===== config.mk =====
export PLATFORM = sky130hd
export DESIGN_NAME = pipe_perf_monitor
export DESIGN_NICKNAME = d
export VERILOG_FILES = /design/src/rtl/pipe_perf_monitor.sv
export SDC_FILE = /design/constraint.sdc
export NUM_CORES = 1
export LEC_CHECK = 0
export ABC_CLOCK_PERIOD_IN_PS = 4320
export CORE_MARGIN = 2
export CORE_UTILIZATION = 50
export CTS_BUF_LIST = sky130_fd_sc_hd__clkbuf_4
export DETAILED_ROUTE_END_ITERATION = 12
export PLACE_DENSITY = 0.72
export SETUP_SLACK_MARGIN = 0.4
export SYNTH_ARGS = -nofsm -noshare
export SYNTH_HDL_FRONTEND = slang
export SYNTH_SLANG_ARGS = --single-unit
export TNS_END_PERCENT = 5

===== constraint.sdc =====
create_clock -name clk_i -period 4.32 [get_ports clk_i]
set_clock_uncertainty 0.2 [all_clocks]
set_input_delay 0.648 -clock clk_i [delete_from_list [all_inputs] [get_ports clk_i]]
set_output_delay 0.648 -clock clk_i [all_outputs]
set_load 0.01 [all_outputs]

===== src/rtl/pipe_perf_monitor.sv =====
// ============================================================================
// Module   : pipe_perf_monitor
// Brief    : Cycle/stall/flush/retire performance counters with snapshot read
//            port. Optional flush-PC trace FIFO enabled by PERF_TRACE_EN.
// Revision : 1.0 - initial release
// ============================================================================
`default_nettype none

module pipe_perf_monitor #(
    parameter int CNT_W       = 32,
    parameter int CYCLE_LIMIT = 30,
    parameter int TRACE_DEPTH = 8
) (
    input  logic        clk_i,
    input  logic        rst_i,
    input  logic        start_i,
    input  logic        stall_i,
    input  logic        branch_i,
    input  logic        flush_i,
    input  logic        retire_i,
    input  logic [31:0] pc_i,
    input  logic        snap_i,
    input  logic        rd_req_i,
    input  logic [2:0]  rd_addr_i,
    output logic        rd_ack_o,
    output logic [31:0] rd_data_o,
    output logic        done_o
);

    typedef enum logic [1:0] {
        IDLE = 2'd0,
        RUN  = 2'd1,
        DONE = 2'd2
    } state_t;

    localparam logic [CNT_W-1:0] C_LIMIT = CNT_W'(CYCLE_LIMIT);

    state_t             r_state;
    logic               r_done;
    logic [CNT_W-1:0]   r_cyc, r_stall, r_flush, r_ret;
    logic [CNT_W-1:0]   r_sh_cyc, r_sh_stall, r_sh_flush, r_sh_ret;
    logic               r_rd_ack;
    logic [31:0]        r_rd_data;

    logic               w_run;
    logic [CNT_W-1:0]   w_cyc_nxt;
    logic               w_trace_empty;
    logic               w_trace_ovf;
    logic [31:0]        w_trace_head;
    logic [31:0]        w_rd_mux;

    function automatic logic [CNT_W-1:0] sat_inc(input logic [CNT_W-1:0] v, input logic en);
        return (en && (v != '1)) ? v + CNT_W'(1) : v;
    endfunction

    assign w_run     = (r_state == RUN);
    assign w_cyc_nxt = sat_inc(r_cyc, 1'b1);

    always_ff @(posedge clk_i) begin
        if (rst_i) begin
            r_state <= IDLE;
            r_done  <= 1'b0;
        end else begin
            case (r_state)
                IDLE: if (start_i) r_state <= RUN;
                RUN: begin
                    if ((CYCLE_LIMIT != 0) && (w_cyc_nxt == C_LIMIT)) begin
                        r_state <= DONE;
                        r_done  <= 1'b1;
                    end
                end
                DONE:    r_state <= DONE;
                default: r_state <= IDLE;
            endcase
        end
    end

    // Shadows take the pre-edge live values, so same-edge increments are excluded.
    always_ff @(posedge clk_i) begin
        if (rst_i) begin
            r_cyc      <= '0;
            r_stall    <= '0;
            r_flush    <= '0;
            r_ret      <= '0;
            r_sh_cyc   <= '0;
            r_sh_stall <= '0;
            r_sh_flush <= '0;
            r_sh_ret   <= '0;
        end else begin
            if (w_run) begin
                r_cyc   <= w_cyc_nxt;
                r_stall <= sat_inc(r_stall, stall_i & ~branch_i);
                r_flush <= sat_inc(r_flush, flush_i);
                r_ret   <= sat_inc(r_ret, retire_i);
            end
            if (snap_i) begin
                r_sh_cyc   <= r_cyc;
                r_sh_stall <= r_stall;
                r_sh_flush <= r_flush;
                r_sh_ret   <= r_ret;
            end
        end
    end

`ifdef PERF_TRACE_EN
    localparam int AW = (TRACE_DEPTH > 1) ? $clog2(TRACE_DEPTH) : 1;

    logic [31:0] r_mem [TRACE_DEPTH];
    logic [AW:0] r_wr_ptr, r_rd_ptr;
    logic        r_ovf;
    logic        w_full, w_push, w_pop;

    // Extra pointer MSB distinguishes full from empty when the indices match.
    assign w_trace_empty = (r_wr_ptr == r_rd_ptr);
    assign w_full        = (r_wr_ptr[AW] != r_rd_ptr[AW]) &&
                           (r_wr_ptr[AW-1:0] == r_rd_ptr[AW-1:0]);
    assign w_push        = w_run && flush_i;
    assign w_pop         = rd_req_i && (rd_addr_i == 3'd6) && !w_trace_empty;
    assign w_trace_ovf   = r_ovf;
    assign w_trace_head  = w_trace_empty ? 32'd0 : r_mem[r_rd_ptr[AW-1:0]];

    always_ff @(posedge clk_i) begin
        if (rst_i) begin
            r_wr_ptr <= '0;
            r_rd_ptr <= '0;
            r_ovf    <= 1'b0;
            for (int i = 0; i < TRACE_DEPTH; i++) r_mem[i] <= '0;
        end else begin
            if (w_pop) r_rd_ptr <= r_rd_ptr + 1'b1;
            if (w_push) begin
                if (!w_full || w_pop) begin
                    r_mem[r_wr_ptr[AW-1:0]] <= pc_i;
                    r_wr_ptr                <= r_wr_ptr + 1'b1;
                end else begin
                    r_ovf <= 1'b1;
                end
            end
        end
    end
`else
    logic w_unused_pc;

    assign w_unused_pc   = ^pc_i;
    assign w_trace_empty = 1'b1;
    assign w_trace_ovf   = 1'b0;
    assign w_trace_head  = 32'd0;
`endif

    always_comb begin
        w_rd_mux = 32'd0;
        case (rd_addr_i)
            3'd0: w_rd_mux = 32'(r_sh_cyc);
            3'd1: w_rd_mux = 32'(r_sh_stall);
            3'd2: w_rd_mux = 32'(r_sh_flush);
            3'd3: w_rd_mux = 32'(r_sh_ret);
            3'd4: w_rd_mux = {27'd0, w_trace_ovf, w_trace_empty, r_done, r_state};
            3'd5: w_rd_mux = 32'(r_cyc);
            3'd6: w_rd_mux = w_trace_head;
            default: w_rd_mux = 32'd0;
        endcase
    end

    always_ff @(posedge clk_i) begin
        if (rst_i) begin
            r_rd_ack  <= 1'b0;
            r_rd_data <= 32'd0;
        end else begin
            r_rd_ack <= rd_req_i;
            if (rd_req_i) r_rd_data <= w_rd_mux;
        end
    end

    assign rd_ack_o  = r_rd_ack;
    assign rd_data_o = r_rd_data;
    assign done_o    = r_done;

endmodule

`default_nettype wire


Word level (Yosys, flattened, before mapping)
Index checks and enable logic that the tools add are counted.
{"block": "totals", "input_bits": 44, "register_bits": 292, "wordCells": 47}
{"block": "classes", "bitwise_logic": 2, "mux": 5, "n_addsub": 4, "reduce_logical": 10, "n_eq_ne": 14}
{"operator": "$pmux 32 s6", "n": 1}
{"operator": "$add 32x1->32 const B", "n": 4}
{"operator": "$ne 32x32->1 const B", "n": 4}
{"operator": "$eq 32x5->1 const B", "n": 1}
{"operator": "$mux 32", "n": 1}
{"operator": "$reduce_and 2->1", "n": 5}
{"operator": "$eq 3x2->1 const B", "n": 2}
{"operator": "$eq 3x3->1 const B", "n": 2}
{"operator": "$pmux 2 s3", "n": 1}
{"operator": "$mux 2", "n": 2}
{"operator": "$eq 3x1->1 const B", "n": 1}
{"operator": "$logic_and 1x1->1", "n": 3}
{"operator": "$logic_not 3->1", "n": 1}
{"operator": "$eq 2x1->1 const B", "n": 1}
{"operator": "$eq 2x2->1 const B", "n": 1}
{"operator": "$logic_not 2->1", "n": 1}
{"operator": "$ne 2x1->1 const B", "n": 1}
{"operator": "$ne 2x2->1 const B", "n": 1}
{"operator": "$and 1x1->1", "n": 1}
{"operator": "$not 1->1", "n": 1}

Logic depth before layout (Yosys ltp)
Gate-level depths: netlist of run 1.
{"block": "depth", "word_depth": 5, "mapped_depth": 11}

Least setup slack after synthesis of run 1
Ideal clock, no wire load.
{"block": "synth_path", "path_type": "flip-flop to flip-flop", "startpoint": "register r_cyc[1]", "endpoint": "register r_state[0]", "arrival_ns": 2.793, "setup_ns": 0.122, "stages_incl_launch_ff": 10, "slack_ns": 1.205, "cell_sequence": "dfxtp_1 -> ha_1 -> nand3_1 -> or4_4 -> o41ai_2 -> o41ai_1 -> or4_4 -> nor4_4 -> mux2i_1 -> a311o_1"}
{"block": "synth_between", "elab_chain_len": 5, "word_cells_on_any_way": 6}
{"element": "from (decl)", "line": "40", "text": "logic [CNT_W-1:0] r_cyc, r_stall, r_flush, r_ret;"}
{"element": "from (signal assigned)", "line": "91", "text": "r_cyc <= w_cyc_nxt;"}
{"element": "$add 32x1->32 / $ne 32x32->1 (equally long branches)", "line": "53", "text": "return (en && (v != '1)) ? v + CNT_W'(1) : v;"}
{"element": "$mux 32 (*)", "line": "53"}
{"element": "$eq 32x5->1 (*)", "line": "67", "text": "if ((CYCLE_LIMIT != 0) && (w_cyc_nxt == C_LIMIT)) begin"}
{"element": "$ne 2x1->1 (no line) (*)"}
{"element": "$reduce_and 2->1 (no line) (*)"}
{"element": "to (signal assigned)", "line": "65", "text": "IDLE: if (start_i) r_state <= RUN;"}
{"element": "to (signal assigned)", "line": "68", "text": "r_state <= DONE;"}
{"element": "to (signal assigned)", "line": "72", "text": "DONE: r_state <= DONE;"}
{"element": "to (decl)", "line": "38", "text": "state_t r_state;"}
Mark *: on every way between the ends. The rest lies on a longest branch, timed or not.
A chain may end at the register's enable or synchronous reset.

Worst setup path in the final report of run 1
{"block": "layout_path", "startpoint": "register r_cyc[0]", "endpoint": "register r_state[0]"}
Same word-level chain as after synthesis.

==> impl_metrics.yaml, run 1 <==
synthesis:
  ys.flop_type: "dfxtp_1"
  synthArstFlopShare: 0
  yosys.area.top_type: "dfxtp_1"
  synth_top_family_by_area: "simple AND/OR/NAND/NOR gates"
  yosysMostFrequentCell: "nor2_1"
  yosysSeqAreaShare: 0.4330
  ys_ff_latch: 292
  synth_top_area_frac: 0.4330
  yosys.area_share.xor_xnor: 0.07006
  yosys_warnings: 0
  avgSynthCellArea_sq_um: 8.705
  synth.cell_area_sq_mm: 0.01350
  ys_types: 59
  ys_top_cells_by_area: "dfxtp_1 43%, mux2i_1 11%, nor2_1 8.7%"
  synth_nets: 1601
  synth-edff-count: 0
  synth-adder-area-share: 0.005560
  synth-compound-area-share: 0.08414
  ys_top_cells_by_count: "313 x nor2_1, 292 x dfxtp_1, 155 x mux2i_1, 81 x clkbuf_1, 79 x a21oi_1"
  netlist_instances: 1551
  synth-simple-area-share: 0.2307
  synthMuxAreaShare: 0.1374
cts:
  cts_resized: 0
  root_buffer: "clkbuf_4"
  path_clk_slew_ns: 0.06
  clkLatencyLatePin_ns: 0.69
  cts_sinks: 292
  cts_buffers: 78
  ctsHtreeMaxLevel: 3
  post-cts-setup-buffer-count: 0
  cts_tree: "yes"
  cts-hold-fix-buffers: 0
  clk_path_buf_depth: 3
sta:
  fin_crit_sh: 0.8055
  slew_viol_final: 0
  fin_tns_setup_ns: 0
  finalSetupViolCount: 0
  tightest_slew_ns: 1.102
  slew_headroom: 0.2656
  finalHoldViolCount: 0
  rsz0062_at_grt: "false"
  hold_ws_ns: 0.1477
  post-route-min-period_ns: 3.480
  fmax_ghz: 0.2874
pwr:
  pwr-share-seq: 0.492
  swShare: 0.2494
  clock_power_share: 0.435
  pwr-share-comb: 0.073
  power.density_mw_per_mm2: 371.2
  internal_power_mw: 4.224
  p_leak_nw: 5.816
  total_power_mw: 5.628
  vdd_drop_max_mv: 0.2279
  switchingPower_mw: 1.404
worst_setup_path:
  critPathKind: "reg2reg"
  cpMaxStageDelayCell: "or4_4"
  crit_buf_inv: 0
  cp_max_fo: 9
  path_common_cell: "or4_4"
  crit_path_max_incr_delay_ns: 0.61
  cp.arrival_ns: 3.82
  cp-end-kind: "flop"
  worstPathRequired_ns: 4.66
  path_cells: "ha_1 > nand3_1 > or4_4 > o41ai_2 > o41ai_1 > or4_4 > nor4_4 > mux2i_1 > a311o_1"
  cp_top_family: "simple AND/OR/NAND/NOR gates"
  startpoint_type: "flop"
placed_design:
  dpl.hpwl_mm: 24.20
  gp_congestion: 0.9008
  io_buffers: 45
floorplanning:
  die_h_microns: 168.3
  io_pins: 78
  die_w_microns: 168.3
  core_sq_mm: 0.02673
  floorplan.initialDensity: 0.5052
  dieArea_sq_mm: 0.02833
  fp-row-count: 60
route:
  drc: 0
  num_vias: 11240
  ant_nets: 0
  vias_per_cell: 5.671
  drt-initial-drc-count: 945
  finalWirelength_mm: 35.80
  drtPass1Iterations: 5
  post_drt_wl_per_cell_microns: 18.07
global_routing:
  overflow: 0
  antenna_found_initial: 2
  grt_max_degree: 154
  grt_use_total: 0.2515
  grt_pass1_vias: 10750
  grt_first_pass_wirelength_mm: 56.67
final_layout:
  area_delta_synth_final_pct: 12.29
  drive_above_1_share: 0.1068
  fin_nets: 1642
worst_hold_path:
  hold_path_class: "in2reg"
flow_run:
  cap_violations: 0
outcome:
  status: "completed"
-- area by class of cell --
type / count / area [sq um]
Sequential cell: 292 / 5846
Clock inverter: 9 / 96.34
Clock buffer: 118 / 885.9
Timing Repair Buffer: 69 / 663.1
Inverter: 29 / 108.9
Multi-Input combinational cell: 1122 / 7132
Tap cell: 341 / 426.7
Antenna cell: 1 / 2.502
Fill cell: 2420 / 11560
-- worst register-to-register path: stages (launching register included) --
cell and delay [ns]:
dfxtp_1 0.48, ha_1 0.27, nand3_1 0.18, or4_4 0.61, o41ai_2 0.32, o41ai_1 0.11, or4_4 0.45, nor4_4 0.27
mux2i_1 0.14, a311o_1 0.33
-- state kept, by name (all words and copies together) (netlist names) --
signal      flops
r_sh_ret       32
r_state         2
r_stall        32
r_sh_cyc       32
r_sh_flush     32
r_sh_stall     32
rd_ack_o        1
r_cyc          32
rd_data_o      32
done_o          1
r_ret          32
r_flush        32
-- final timing paths --
path                    start            end  slack (ns)  cells past startpoint
hold / removal          rst_i  rd_data_o[21]        0.15                      2
setup / recovery     r_cyc[0]     r_state[0]        0.84                      9
hold reg to reg   r_sh_ret[1]    r_sh_ret[1]        0.29                      2
setup reg to reg     r_cyc[0]     r_state[0]        0.84                      9
-- per-stage QoR --
stage,area [sq um],setup slack [ns],util,instances
after global placement,14180,0.9131,0.5304,1853
after detailed placement,14180,0.8962,0.5304,1853
final,15160,0.8404,0.5673,1981
after global routing,15160,0.5894,0.5673,1981
after CTS,15160,0.8611,0.5672,1980
after floorplan,13500,1.205,-,1551
-- power by group through the flow --
stage | logic [mW] | clock network [mW] | registers, mW
floorplan | 0.290 | 0 | 2.81
global placement | 0.399 | 0 | 2.83
detailed placement | 0.406 | 0 | 2.83
CTS | 0.408 | 2.51 | 2.77
global route | 0.441 | 2.65 | 2.77
finish | 0.410 | 2.45 | 2.77
-- kinds of logic after synthesis --
kind of cell | Yosys count
adder cells (fa/ha/maj) | 6
flip-flops | 292
multiplexers | 170
buffers and inverters | 137
XOR/XNOR | 108
AO/OA/AOI/OAI | 189
AND/OR/NAND/NOR | 649
-- layer usage --
layer  global-route usage  up-vias  wire length (microns)
met5                    0        -                      0
met4               0.1057        0                   1119
met3              0.05125       74                   2364
met2               0.4058      357                  16630
met1               0.3291     5337                  15690
li1                     -     5467                      -
-- cell usage in the layout, fill, tap and decap left out, types with 29 or more instances in the layout --
master / instances
nor2_1: 313
dfxtp_1: 292
mux2i_1: 155
clkbuf_4: 118
a21oi_1: 79
nand2_1: 76
xor2_1: 66
nand3_1: 59
o21ai_0: 55
nand4_1: 43
xnor2_1: 42
clkdlybuf4s50_1: 41
nor2b_1: 34
and3_1: 30
inv_1: 29
Power figures use the tool's default switching activity.
==> run 2, diff against run 1 <==
--- a/config.mk
+++ b/config.mk
@@ -5,12 +5,12 @@
 export SDC_FILE = /design/constraint.sdc
 export NUM_CORES = 1
 export LEC_CHECK = 0
-export ABC_CLOCK_PERIOD_IN_PS = 4320
+export ABC_CLOCK_PERIOD_IN_PS = 2900
 export CORE_MARGIN = 2
 export CORE_UTILIZATION = 50
 export CTS_BUF_LIST = sky130_fd_sc_hd__clkbuf_4
 export DETAILED_ROUTE_END_ITERATION = 12
-export PLACE_DENSITY = 0.72
+export PLACE_DENSITY = 0.74
 export SETUP_SLACK_MARGIN = 0.4
 export SYNTH_ARGS = -nofsm -noshare
 export SYNTH_HDL_FRONTEND = slang
==> constraint.sdc (replaced) <==
create_clock -name clk_i -period 2.9 [get_ports clk_i]
set_clock_uncertainty 0.2 [all_clocks]
set_input_delay 0.435 -clock clk_i [delete_from_list [all_inputs] [get_ports clk_i]]
set_output_delay 0.435 -clock clk_i [all_outputs]
set_load 0.01 [all_outputs]
==> impl_metrics.yaml, run 2 (synthesis gave the netlist of run 1 again) <==
worst_setup_path:
  path_cells: "and4_4 > nand4_1 > buf_4 > o211a_4 > a211o_1 > a211o_1 > nor4_4 > mux2i_1 > a311o_1"
  cp-end-kind: "flop"
  reg2reg_slack_ns: -0.04
  crit_path_max_incr_delay_ns: 0.42
  startpoint_type: "flop"
  cpMaxStageDelayCell: "dfxtp_1"
  cp_max_fo: 5
  critPathKind: "reg2reg"
  reg2reg_to: "r_state[0]"
  cp.arrival_ns: 3.33
  path_common_cell: "a211o_1"
  reg2reg_from: "r_cyc[31]"
  startpoint: "r_cyc[31]"
  r2r_cells: 9
  crit_path_end: "r_state[0]"
  worstPathRequired_ns: 3.29
route:
  num_vias: 11780
  finalWirelength_mm: 37.49
  drtPass1Iterations: 5
  ant_nets: 0
  drc: 0
  vias_per_cell: 5.646
  post_drt_wl_per_cell_microns: 17.97
  drt-initial-drc-count: 969
outcome:
  status: "complete, but fails checks"
  violations: "negative setup slack"
global_routing:
  overflow: 0
  grt_max_degree: 90
  grt_pass1_vias: 11360
  grt_first_pass_wirelength_mm: 58.82
  grt_use_total: 0.2597
  antenna_found_initial: 1
cts:
  path_clk_slew_ns: 0.07
  clkLatencyLatePin_ns: 0.73
  clk_path_buf_depth: 3
  ctsHtreeMaxLevel: 3
  cts_sinks: 292
  cts_tree: "yes"
  root_buffer: "clkbuf_4"
  cts_buffers: 78
sta:
  slew_viol_final: 0
  tightest_slew_ns: 1.162
  slew_headroom: 0.2236
  worst_slack_ns: -0.03774
  rsz0062_at_grt: "true"
  fmax_ghz: 0.3404
  finalHoldViolCount: 0
  fin_tns_setup_ns: -0.03774
  finalSetupViolCount: 1
  fin_crit_sh: 1.013
  post-route-min-period_ns: 2.938
  hold_ws_ns: 0.04375
final_layout:
  drive_above_1_share: 0.2195
  final_common_cell: "nor2_1"
  fill_cells: 2262
  area_delta_synth_final_pct: 22.05
  fin_nets: 1743
  final_cell_mix: "311 x nor2_1, 257 x dfxtp_1, 155 x mux2i_1"
floorplanning:
  fp-row-count: 60
  floorplan.initialDensity: 0.5052
  io_pins: 78
  die_w_microns: 168.3
  dieArea_sq_mm: 0.02833
  core_sq_mm: 0.02673
  die_h_microns: 168.3
pwr:
  clock_power_share: 0.426
  vdd_drop_max_mv: 0.3246
  pwr-share-comb: 0.089
  internal_power_mw: 6.286
  pwr-share-seq: 0.485
  swShare: 0.2588
  switchingPower_mw: 2.194
  power.density_mw_per_mm2: 514.6
  p_leak_nw: 6.541
worst_hold_path:
  hold_path_class: "in2reg"
flow_run:
  cap_violations: 0
placed_design:
  gp_congestion: 0.9270
  io_buffers: 45
  dp_worst_setup_slack_ns: -0.1513
  dpl.hpwl_mm: 25.44
run 2: cell count changes in the layout (fill, tap and decap cells not counted), sizes merged:
cell,before,now
buf,27,128
bufinv,2,1
clkbuf,119,116
clkinv,6,11
dlygate4sd3,0,1
inv,30,33
run 2: worst max-delay path, delay by kind of cell (launching register included):
kind                   cells  cell delay [ns]
multiplexers               1             0.12
AND/OR/NAND/NOR            3             0.78
flip-flops                 1             0.42
AO/OA/AOI/OAI              4             1.13
buffers and inverters      1             0.19
run 2: worst min-delay path by stage:
| stage | start | endpoint | cells past startpoint |
|---|---|---|---|
| finish | snap_i | r_sh_flush[22] | 3 |
| global route | snap_i | r_sh_flush[0] | 3 |
| CTS | snap_i | r_sh_ret[28] | 3 |
| detailed placement | r_sh_ret[8] | r_sh_ret[8] | 2 |
| global placement | r_sh_cyc[22] | r_sh_cyc[22] | 2 |
| floorplan | r_sh_cyc[22] | r_sh_cyc[22] | 2 |
run 2: layout make-up:
class / instances / area [sq um] / area share
timing repair buffer: 170 / 1496 / 0.09081
inverter: 29 / 108.9 / 0.006606
tap: 341 / 426.7 / 0.02589
sequential: 292 / 5909 / 0.3586
antenna: 1 / 2.502 / 0.0001519
clock inverter: 16 / 106.4 / 0.006454
clock buffer: 116 / 870.8 / 0.05285
multi-input combinational: 1122 / 7557 / 0.4586
run 2: routing by layer:
metal  track usage  wire, microns  vias up
met3       0.04396           2357       97
met5             0              0        -
met1        0.3385          16250     5608
met4        0.1207           1396        0
li1              -              -     5697
met2        0.4219          17490      381
run 2: repair_timing:
action                                  4_1_cts  5_1_grt
endpoints found under the setup margin       73       87
resized for setup                            45      102
endpoints found under the hold margin        46        0
pin swaps                                    25       71
hold buffers                                  1        0
setup buffers                                 0        6
run 2: power groups by stage:
stage	sequential, mW	clock (mW)	combinational (mW)
after floorplan	4.19	0	0.438
after global placement	4.19	0	0.676
after detailed placement	4.19	0	0.690
after CTS	4.11	3.70	0.729
after global routing	4.11	3.92	0.802
final	4.11	3.61	0.757
run 2: through the flow:
stage	area [sq um]	util	power, mW	instances
after floorplan	13550	-	4.625	1551
after global placement	14950	0.5592	4.867	1947
after detailed placement	14950	0.5592	4.884	1947
after CTS	16090	0.6021	8.541	2080
after global routing	16480	0.6166	8.836	2087
final	16480	0.6166	8.480	2087
==> run 3, diff against run 2 <==
--- a/config.mk
+++ b/config.mk
@@ -6,11 +6,13 @@
 export NUM_CORES = 1
 export LEC_CHECK = 0
 export ABC_CLOCK_PERIOD_IN_PS = 2900
+export CELL_PAD_IN_SITES_DETAIL_PLACEMENT = 0
+export CELL_PAD_IN_SITES_GLOBAL_PLACEMENT = 2
 export CORE_MARGIN = 2
-export CORE_UTILIZATION = 50
+export CORE_UTILIZATION = 35
 export CTS_BUF_LIST = sky130_fd_sc_hd__clkbuf_4
 export DETAILED_ROUTE_END_ITERATION = 12
-export PLACE_DENSITY = 0.74
+export PLACE_DENSITY = 0.82
 export SETUP_SLACK_MARGIN = 0.4
 export SYNTH_ARGS = -nofsm -noshare
 export SYNTH_HDL_FRONTEND = slang
==> impl_metrics.yaml, run 3 (synthesis gave the netlist of run 1 again) <==
outcome:
  status: "complete, but fails checks"
  violations: "negative setup slack"
worst_setup_path:
  worstPathRequired_ns: 3.33
  cp_max_fo: 4
  cp-end-kind: "flop"
  reg2reg_to: "r_state[0]"
  reg2reg_from: "r_cyc[1]"
  cp.arrival_ns: 3.39
  r2r_cells: 9
  critPathKind: "reg2reg"
  startpoint_type: "flop"
  reg2reg_slack_ns: -0.06
pwr:
  power.density_mw_per_mm2: 519.5
  pwr-share-seq: 0.470
  switchingPower_mw: 2.303
  vdd_drop_max_mv: 0.2366
  swShare: 0.2635
  clock_power_share: 0.437
  p_leak_nw: 6.687
  internal_power_mw: 6.437
  pwr-share-comb: 0.093
worst_hold_path:
  worstHoldPathCells: 4
  hold_path_class: "in2reg"
  min_to: "rd_data_o[27]"
  holdCritStartpoint: "rd_req_i"
floorplanning:
  io_pins: 78
  die_w_microns: 200.4
  die_h_microns: 200.4
  dieArea_sq_mm: 0.04016
  core_sq_mm: 0.03784
  floorplan.initialDensity: 0.3568
  fp-row-count: 71
sta:
  post-route-min-period_ns: 2.961
  fin_crit_sh: 1.021
  finalHoldViolCount: 0
  slew_viol_final: 0
  rsz0062_at_grt: "true"
  fin_tns_setup_ns: -0.06140
  tightest_slew_ns: 1.162
  slew_headroom: 0.2240
  fmax_ghz: 0.3377
  finalSetupViolCount: 1
  hold_ws_ns: 0.08364
  worst_slack_ns: -0.06140
global_routing:
  overflow: 0
  antenna_found_initial: 2
  grt_use_total: 0.1998
  grt_first_pass_wirelength_mm: 63.34
  grt_max_degree: 105
  grt_pass1_vias: 11250
placed_design:
  dpl.hpwl_mm: 28.36
  io_buffers: 45
  gp_congestion: 0.8505
cts:
  root_buffer: "clkbuf_4"
  cts_tree: "yes"
  clk_path_buf_depth: 3
  ctsHtreeMaxLevel: 3
  cts_sinks: 292
  cts_buffers: 82
  clkLatencyLatePin_ns: 0.77
  path_clk_slew_ns: 0.07
route:
  vias_per_cell: 5.030
  ant_nets: 0
  drt-initial-drc-count: 654
  drc: 0
  met2RoutedLength_mm: 19.01
  num_vias: 11510
  drtPass1Iterations: 6
  wl_met1_mm: 18.96
  met3_length_mm: 1.594
  finalWirelength_mm: 40.42
  dr.max_layer_used: "met4"
  post_drt_wl_per_cell_microns: 17.66
final_layout:
  drive_above_1_share: 0.2196
  fin_nets: 1767
  final_common_cell: "nor2_1"
  area_delta_synth_final_pct: 24.60
  final_cell_mix: "313 x nor2_1, 260 x dfxtp_1, 155 x mux2i_1"
flow_run:
  cap_violations: 0
run 3: changes by cell type in the layout (fill, tap and decap cells not counted), moves of 4 or more:
cell and delta:
clkbuf_4 +10, and3_1 +4, buf_4 +21, clkinv_1 +4
run 3: layout make-up:
type | count | area [sq um]
inverters | 29 | 108.9
diodes | 2 | 5.005
well taps | 511 | 639.4
flip-flops and latches | 292 | 5903
multi-input cells | 1122 | 7497
clock inverters | 17 | 95.09
fillers | 3862 | 21020
clock buffers | 126 | 945.9
repair buffers | 190 | 1629
run 3: critical path, cell delays in order, from the launching register on:
cell,delay (ns)
dfxtp_4,0.36
ha_4,0.13
nand3_2,0.09
or4_4,0.55
a211oi_1,0.26
o22ai_1,0.10
a2111o_1,0.35
nor4_4,0.35
mux2i_1,0.12
a311o_1,0.31
run 3: metrics by stage:
step / instance area (sq um) / worst slack, ns / power, mW / cells / utilization
6_report: 16820 / -0.06140 / 8.740 / 2289 / 0.4446
3_3_place_gp: 15300 / -0.1564 / 4.941 / 2137 / 0.4044
5_1_grt: 16820 / -0.1713 / 9.161 / 2289 / 0.4446
2_1_floorplan: 13550 / -0.06883 / 4.625 / 1551 / -
3_5_place_dp: 15300 / -0.2443 / 4.945 / 2137 / 0.4044
4_1_cts: 16570 / -0.06123 / 8.852 / 2286 / 0.4379
run 3: worst max-delay path by stage:
stage	cells past startpoint	start	slack [ns]	endpoint
after detailed placement	8	r_cyc[3]	-0.24	r_state[0]
after CTS	9	r_cyc[0]	-0.06	r_state[0]
after global routing	8	r_cyc[10]	-0.17	r_state[0]
after global placement	8	r_cyc[3]	-0.16	r_state[0]
after floorplan	9	r_cyc[11]	-0.07	r_state[0]
final	9	r_cyc[1]	-0.06	r_state[0]
run 3: timing repair:
| action | CTS | global route |
|---|---|---|
| gates resized for setup | 47 | 73 |
| pin swaps | 17 | 50 |
| setup endpoints to repair | 75 | 71 |
| hold endpoints to repair | 72 | 0 |
| setup buffers | 4 | 1 |
| hold buffers | 2 | 0 |
run 3: layer usage:
metal / vias up / GRT usage
li1: 5746 / -
met2: 200 / 0.3223
met1: 5509 / 0.2642
met5: - / 0
met3: 58 / 0.04351
met4: 0 / 0.06958
run 3: power groups by stage:
stage / combinational, mW / clock [mW] / sequential (mW)
global placement: 0.753 / 0 / 4.19
CTS: 0.799 / 3.95 / 4.11
global route: 0.869 / 4.18 / 4.11
detailed placement: 0.755 / 0 / 4.19
finish: 0.816 / 3.82 / 4.11
floorplan: 0.438 / 0 / 4.19
